`src/rtl/uart_rx.sv`:
```
// uart_rx: 8N1/8E1 serial receiver with centre-of-bit sampling.
// Presents each byte with a one-cycle strobe and frame-error flags.
module uart_rx #(
    parameter int CLKS_PER_BIT = 5208
) (
    input  logic       CLK,
    input  logic       RST,
    input  logic       RX_IN,
    input  logic       par_EN,
    output logic [7:0] RXDATA,
    output logic       VALID_RX,
    output logic       PARITY_ERROR,
    output logic       STOP_ERROR,
    output logic       busy
);

    localparam int HALF_BIT = CLKS_PER_BIT / 2;
    localparam int CW       = $clog2(CLKS_PER_BIT);
    localparam logic [CW-1:0] LAST  = CW'(CLKS_PER_BIT - 1);
    localparam logic [CW-1:0] HLAST = CW'(HALF_BIT - 1);

    typedef enum logic [2:0] {
        IDLE,
        START,
        DATA,
        PARITY,
        STOP
    } state_t;

    state_t        state, state_nx;
    logic [CW-1:0] cnt, cnt_nx;
    logic [2:0]    idx, idx_nx;
    logic          armed, armed_nx;
    logic          rx_m, rx_s;
    logic          par_q;
    logic [7:0]    shreg;
    logic          p_err;
    logic          stop_bit;
    logic          done;
    logic          start_go, sh_en, par_smp, stop_smp;

    always_comb begin
        state_nx = state;
        cnt_nx   = cnt + CW'(1);
        idx_nx   = idx;
        armed_nx = armed;
        start_go = 1'b0;
        sh_en    = 1'b0;
        par_smp  = 1'b0;
        stop_smp = 1'b0;
        unique case (state)
            IDLE: begin
                cnt_nx = '0;
                if (rx_s) begin
                    armed_nx = 1'b1;
                end else if (armed) begin
                    state_nx = START;
                    armed_nx = 1'b0;
                    start_go = 1'b1;
                end
            end
            START: begin
                if (cnt == HLAST) begin
                    cnt_nx   = '0;
                    idx_nx   = '0;
                    // A line back high at mid-start is a glitch, not a frame
                    state_nx = rx_s ? IDLE : DATA;
                end
            end
            DATA: begin
                if (cnt == LAST) begin
                    cnt_nx = '0;
                    sh_en  = 1'b1;
                    idx_nx = idx + 3'd1;
                    if (idx == 3'd7) begin
                        state_nx = par_q ? PARITY : STOP;
                    end
                end
            end
            PARITY: begin
                if (cnt == LAST) begin
                    cnt_nx   = '0;
                    par_smp  = 1'b1;
                    state_nx = STOP;
                end
            end
            STOP: begin
                // Leave at mid-stop so the next start edge is not missed
                if (cnt == LAST) begin
                    cnt_nx   = '0;
                    stop_smp = 1'b1;
                    state_nx = IDLE;
                end
            end
            default: begin
                state_nx = IDLE;
                cnt_nx   = '0;
            end
        endcase
    end

    always_ff @(posedge CLK) begin
        if (RST) begin
            rx_m         <= 1'b1;
            rx_s         <= 1'b1;
            state        <= IDLE;
            cnt          <= '0;
            idx          <= '0;
            armed        <= 1'b0;
            par_q        <= 1'b0;
            shreg        <= '0;
            p_err        <= 1'b0;
            stop_bit     <= 1'b1;
            done         <= 1'b0;
            RXDATA       <= '0;
            VALID_RX     <= 1'b0;
            PARITY_ERROR <= 1'b0;
            STOP_ERROR   <= 1'b0;
        end else begin
            rx_m         <= RX_IN;
            rx_s         <= rx_m;
            state        <= state_nx;
            cnt          <= cnt_nx;
            idx          <= idx_nx;
            armed        <= armed_nx;
            done         <= stop_smp;
            VALID_RX     <= 1'b0;
            PARITY_ERROR <= 1'b0;
            STOP_ERROR   <= 1'b0;
            if (start_go) begin
                par_q <= par_EN;
                p_err <= 1'b0;
            end
            if (sh_en) begin
                shreg[idx] <= rx_s;
            end
            if (par_smp) begin
                p_err <= rx_s ^ (^shreg);
            end
            if (stop_smp) begin
                stop_bit <= rx_s;
            end
            if (done) begin
                RXDATA       <= shreg;
                PARITY_ERROR <= par_q & p_err;
                STOP_ERROR   <= ~stop_bit;
                VALID_RX     <= ~(par_q & p_err) & stop_bit;
            end
        end
    end

    // Held through the completion cycle so it falls with the strobes
    assign busy = (state != IDLE) | done;

endmodule
```
`config.mk`:
```
export PLATFORM = sky130hd
export DESIGN_NAME = uart_rx
export DESIGN_NICKNAME = d
export VERILOG_FILES = /design/src/rtl/uart_rx.sv
export SDC_FILE = /design/constraint.sdc
export NUM_CORES = 1
export LEC_CHECK = 0
export ABC_AREA = 1
export CELL_PAD_IN_SITES_DETAIL_PLACEMENT = 0
export CELL_PAD_IN_SITES_GLOBAL_PLACEMENT = 1
export CORE_ASPECT_RATIO = 0.7
export CORE_UTILIZATION = 25
export CTS_CLUSTER_SIZE = 12
export DETAILED_ROUTE_END_ITERATION = 7
export GPL_TIMING_DRIVEN = 0
export HOLD_SLACK_MARGIN = 0.02
export PLACE_DENSITY = 0.62
export SKIP_LAST_GASP = 1
export SLEW_MARGIN = 20
export SYNTH_ARGS = -nofsm -noshare
export SYNTH_HDL_FRONTEND = slang
export SYNTH_SLANG_ARGS = --single-unit
```
`constraint.sdc`:
```
create_clock -name CLK -period 1.85 [get_ports CLK]
set_clock_uncertainty 0.15 [all_clocks]
set_input_delay 0.2775 -clock CLK [delete_from_list [all_inputs] [get_ports CLK]]
set_output_delay 0.2775 -clock CLK [all_outputs]
set_load 0.01 [all_outputs]
```
==> flow_metrics.py <==
metrics = {
    "cells_and_area": {
        "drive_gt1_share_pct": 13.2,
        "n_fill_cell": 863,
        "syn2layout_area_growth_pct": 22.7,
        "fin_util_pct": 32.7,
        "num_antenna_cells": 0,
        "nets": 340,
    },
    "route": {
        "num_vias": 1921,
        "drc": 0,
        "postRouteAntennaNets": 0,
        "wl_mm": 5.16,
        "dr.pass1.iters": 4,
        "wl_per_cell_um": 11.9,
        "viasPerCell": 4.42,
        "first_iter_violations": 113,
    },
    "sta": {
        "slew_headroom_pct": 67.1,
        "tightest_slew_ns": 0.494,
        "finalHoldViolations": 0,
        "final-setup-viol-count": 0,
        "max_freq_mhz": 572,
        "period_share_pct": 94.4,
        "slew_violations": 0,
        "rsz0062_at_grt": "yes",
        "min_period_ns": 1.75,
        "fin_ws_ns": 0.103,
        "holdWs_ns": 0.286,
    },
    "logic_synthesis": {
        "syn_avg_cell_area_um2": 7.05,
        "netlist_area_um2": 2160,
        "synthTopCellsByArea": "dfxtp_1, nand2_1, nor2_1",
        "syn-num-nets": 314,
        "yosysUniqueCellTypes": 31,
        "synth_top_area_share_pct": 41.6,
        "synth-seq-cells": 45,
        "ys_warn_count": 0,
        "synth_largest_area_cell": "dfxtp_1",
        "yosysSeqAreaShare_pct": 41.6,
        "syn_inst": 307,
    },
    "setup_path": {
        "crit_path_frequent_cell": "nand2_1",
        "cp.arrival_ns": 1.32,
        "cp_top_family": "buffers and inverters",
        "cp_slowest_stage_delay_ns": 0.35,
        "path_max_fanout": 4,
        "path_class": "register to output pin",
        "critical_path_buf_inv_count": 2,
        "cp-start-kind": "register",
        "cp-end-kind": "output pin",
        "path_cells": "nor2_2, nand2_1, inv_2, nand2_1, dlygate4sd2_1",
        "crit_path_top_delay_cell": "dfxtp_2",
        "worst_ep_required_time_ns": 1.42,
    },
    "cts": {
        "cts_tree": "yes",
        "path_clk_slew_ns": 0.06,
        "hold_buffers": 0,
        "cts_htree_levels": 2,
        "clk-insertion-delay-late_ns": 0.28,
        "cts.path.max_buffers": 2,
        "numClockSinks": 45,
        "numCtsBuffers": 5,
        "root_buffer": "clkbuf_16",
    },
    "job": {
        "cap_violations": 0,
    },
    "min_path": {
        "hp-class": "register to register",
    },
    "power_and_ir_drop": {
        "power_switching_w": 0.000756,
        "clockPowerShare_pct": 34.6,
        "netSwitchingFraction_pct": 30.6,
        "p_int_w": 0.00171,
        "power_density_nw_per_um2": 930,
        "p_leak_nw": 1.09,
        "peakVddDrop_mv": 0.429,
        "combPwrFrac_pct": 22.2,
        "power_frac_seq_pct": 43.2,
    },
    "global_route": {
        "grt_use_total_pct": 12.4,
        "grt_max_degree": 14,
        "antenna_found_initial": 0,
        "grt_overflow": 0,
        "grt_pass1_wl_mm": 8.59,
        "grt_pass1_vias": 1758,
    },
    "floorplan": {
        "coreArea_um2": 8110,
        "die_h_um": 79.8,
        "start_util_pct": 26.7,
        "dieArea_um2": 9040,
        "die_w_um": 113,
        "rows": 27,
        "io_pins": 16,
    },
    "placed_design": {
        "post-place-ws_ns": -0.254,
        "portBuffers": 15,
        "dp_hpwl_mm": 3.84,
        "gp_congestion": 0.696,
    },
    "outcome": {
        "outcome": "finished, final reports clean",
    },
}
registers in the layout (all words and copies together), names as in the netlist:
name	flops
PARITY_ERROR	1
RXDATA	8
STOP_ERROR	1
VALID_RX	1
armed	1
cnt	13
done	1
idx	3
p_err	1
par_q	1
rx_m	1
rx_s	1
shreg	8
state	3
stop_bit	1
cell usage after synthesis:
cell      count
nand2_1      71
nor2_1       50
dfxtp_1      45
inv_1        29
a21oi_1      21
nand3_1      20
o21ai_0      16
xor2_1        6
inv_2         5
clkbuf_1      4
nor2_2        4
ha_1          3
nand2_2       3
nor3_2        3
o21ai_1       3
xnor2_1       3
and3_1        2
nand4_1       2
nor3_1        2
nor3_4        2
nor3b_2       2
or2_2         2
a211oi_1      1
a31oi_1       1
buf_6         1
clkinv_1      1
nand3_2       1
o211ai_1      1
o21bai_2      1
or2_0         1
or2_1         1
repair_timing:
action                     4_1_cts  5_1_grt
resized for setup                4       15
gates cloned                     0        0
setup endpoints to repair        3       34
pin swaps                        2        3
setup buffers                    2        2
worst register-to-register path, delay by kind of cell, from the launching register on:
kind          cells  cell delay, ns
fa+ha+maj         1            0.21
flops             1            0.35
buf+inv           1            0.16
simple gates      7            0.73
power groups by stage:
stage / logic [W] / clock network, W / registers [W]
after floorplan: 0.000367 / 0 / 0.00107
after global placement: 0.000495 / 0 / 0.00108
after detailed placement: 0.000493 / 0 / 0.00108
after CTS: 0.000490 / 0.000890 / 0.00106
after global routing: 0.000624 / 0.000927 / 0.00108
final: 0.000547 / 0.000854 / 0.00107
through the flow:
step / TNS, ns / power (W) / instance area [um^2] / cells
5_1_grt: -0.0145 / 0.00263 / 2660 / 435
2_1_floorplan: 0 / 0.00144 / 2160 / 307
4_1_cts: 0 / 0.00244 / 2600 / 433
3_3_place_gp: -3.98 / 0.00158 / 2440 / 423
3_5_place_dp: -4.28 / 0.00158 / 2440 / 423
6_report: 0 / 0.00247 / 2660 / 435
metal layers:
metal | global-route usage [%] | vias up | part of all wire [%]
met4 | 3.55 | 0 | 0.93
li1 | - | 1041 | -
met1 | 18.2 | 856 | 58
met3 | 2.96 | 5 | 2.5
met5 | 0 | - | 0
met2 | 17.5 | 19 | 38
cell families after synthesis:
family	synth area share, %
xor gates and xnor gates	3.64
buffers and inverters	7.29
DFF	41.6
adders and majority gates	1.74
and+or+nand+nor	34.9
AOI/OAI and AO/OA	10.8
cells in the final DEF (no fill, tap or decap), drive strengths merged, types with 2 or more instances in the layout:
cell type       n
or2             4
clkdlybuf4s50  14
and3            2
a21oi          21
nor3b           2
nor3            7
inv            34
ha              3
xnor2           3
buf             5
xor2            6
nand4           2
clkbuf         10
nor2           54
dfxtp          45
clkinv          3
o21ai          19
nand3          21
nand2          74
layout make-up:
type | count | area (um^2) | area share, %
plain buffers | 5 | 28.8 | 1.08
multi-input cells | 222 | 1140 | 43.1
clock inverters | 2 | 10.0 | 0.377
well taps | 101 | 126 | 4.76
clock buffers | 6 | 129 | 4.85
repair buffers | 19 | 179 | 6.74
inverters | 35 | 131 | 4.95
flip-flops and latches | 45 | 906 | 34.1
worst paths after layout:
check,start,to,slack (ns),depth (start not counted)
max,state[1],busy,0.10,5
min,rx_m,rx_s,0.29,1
min reg2reg,rx_m,rx_s,0.29,1
max reg2reg,cnt[0],cnt[7],0.14,9
No activity file was read; power rests on OpenSTA's default activity.
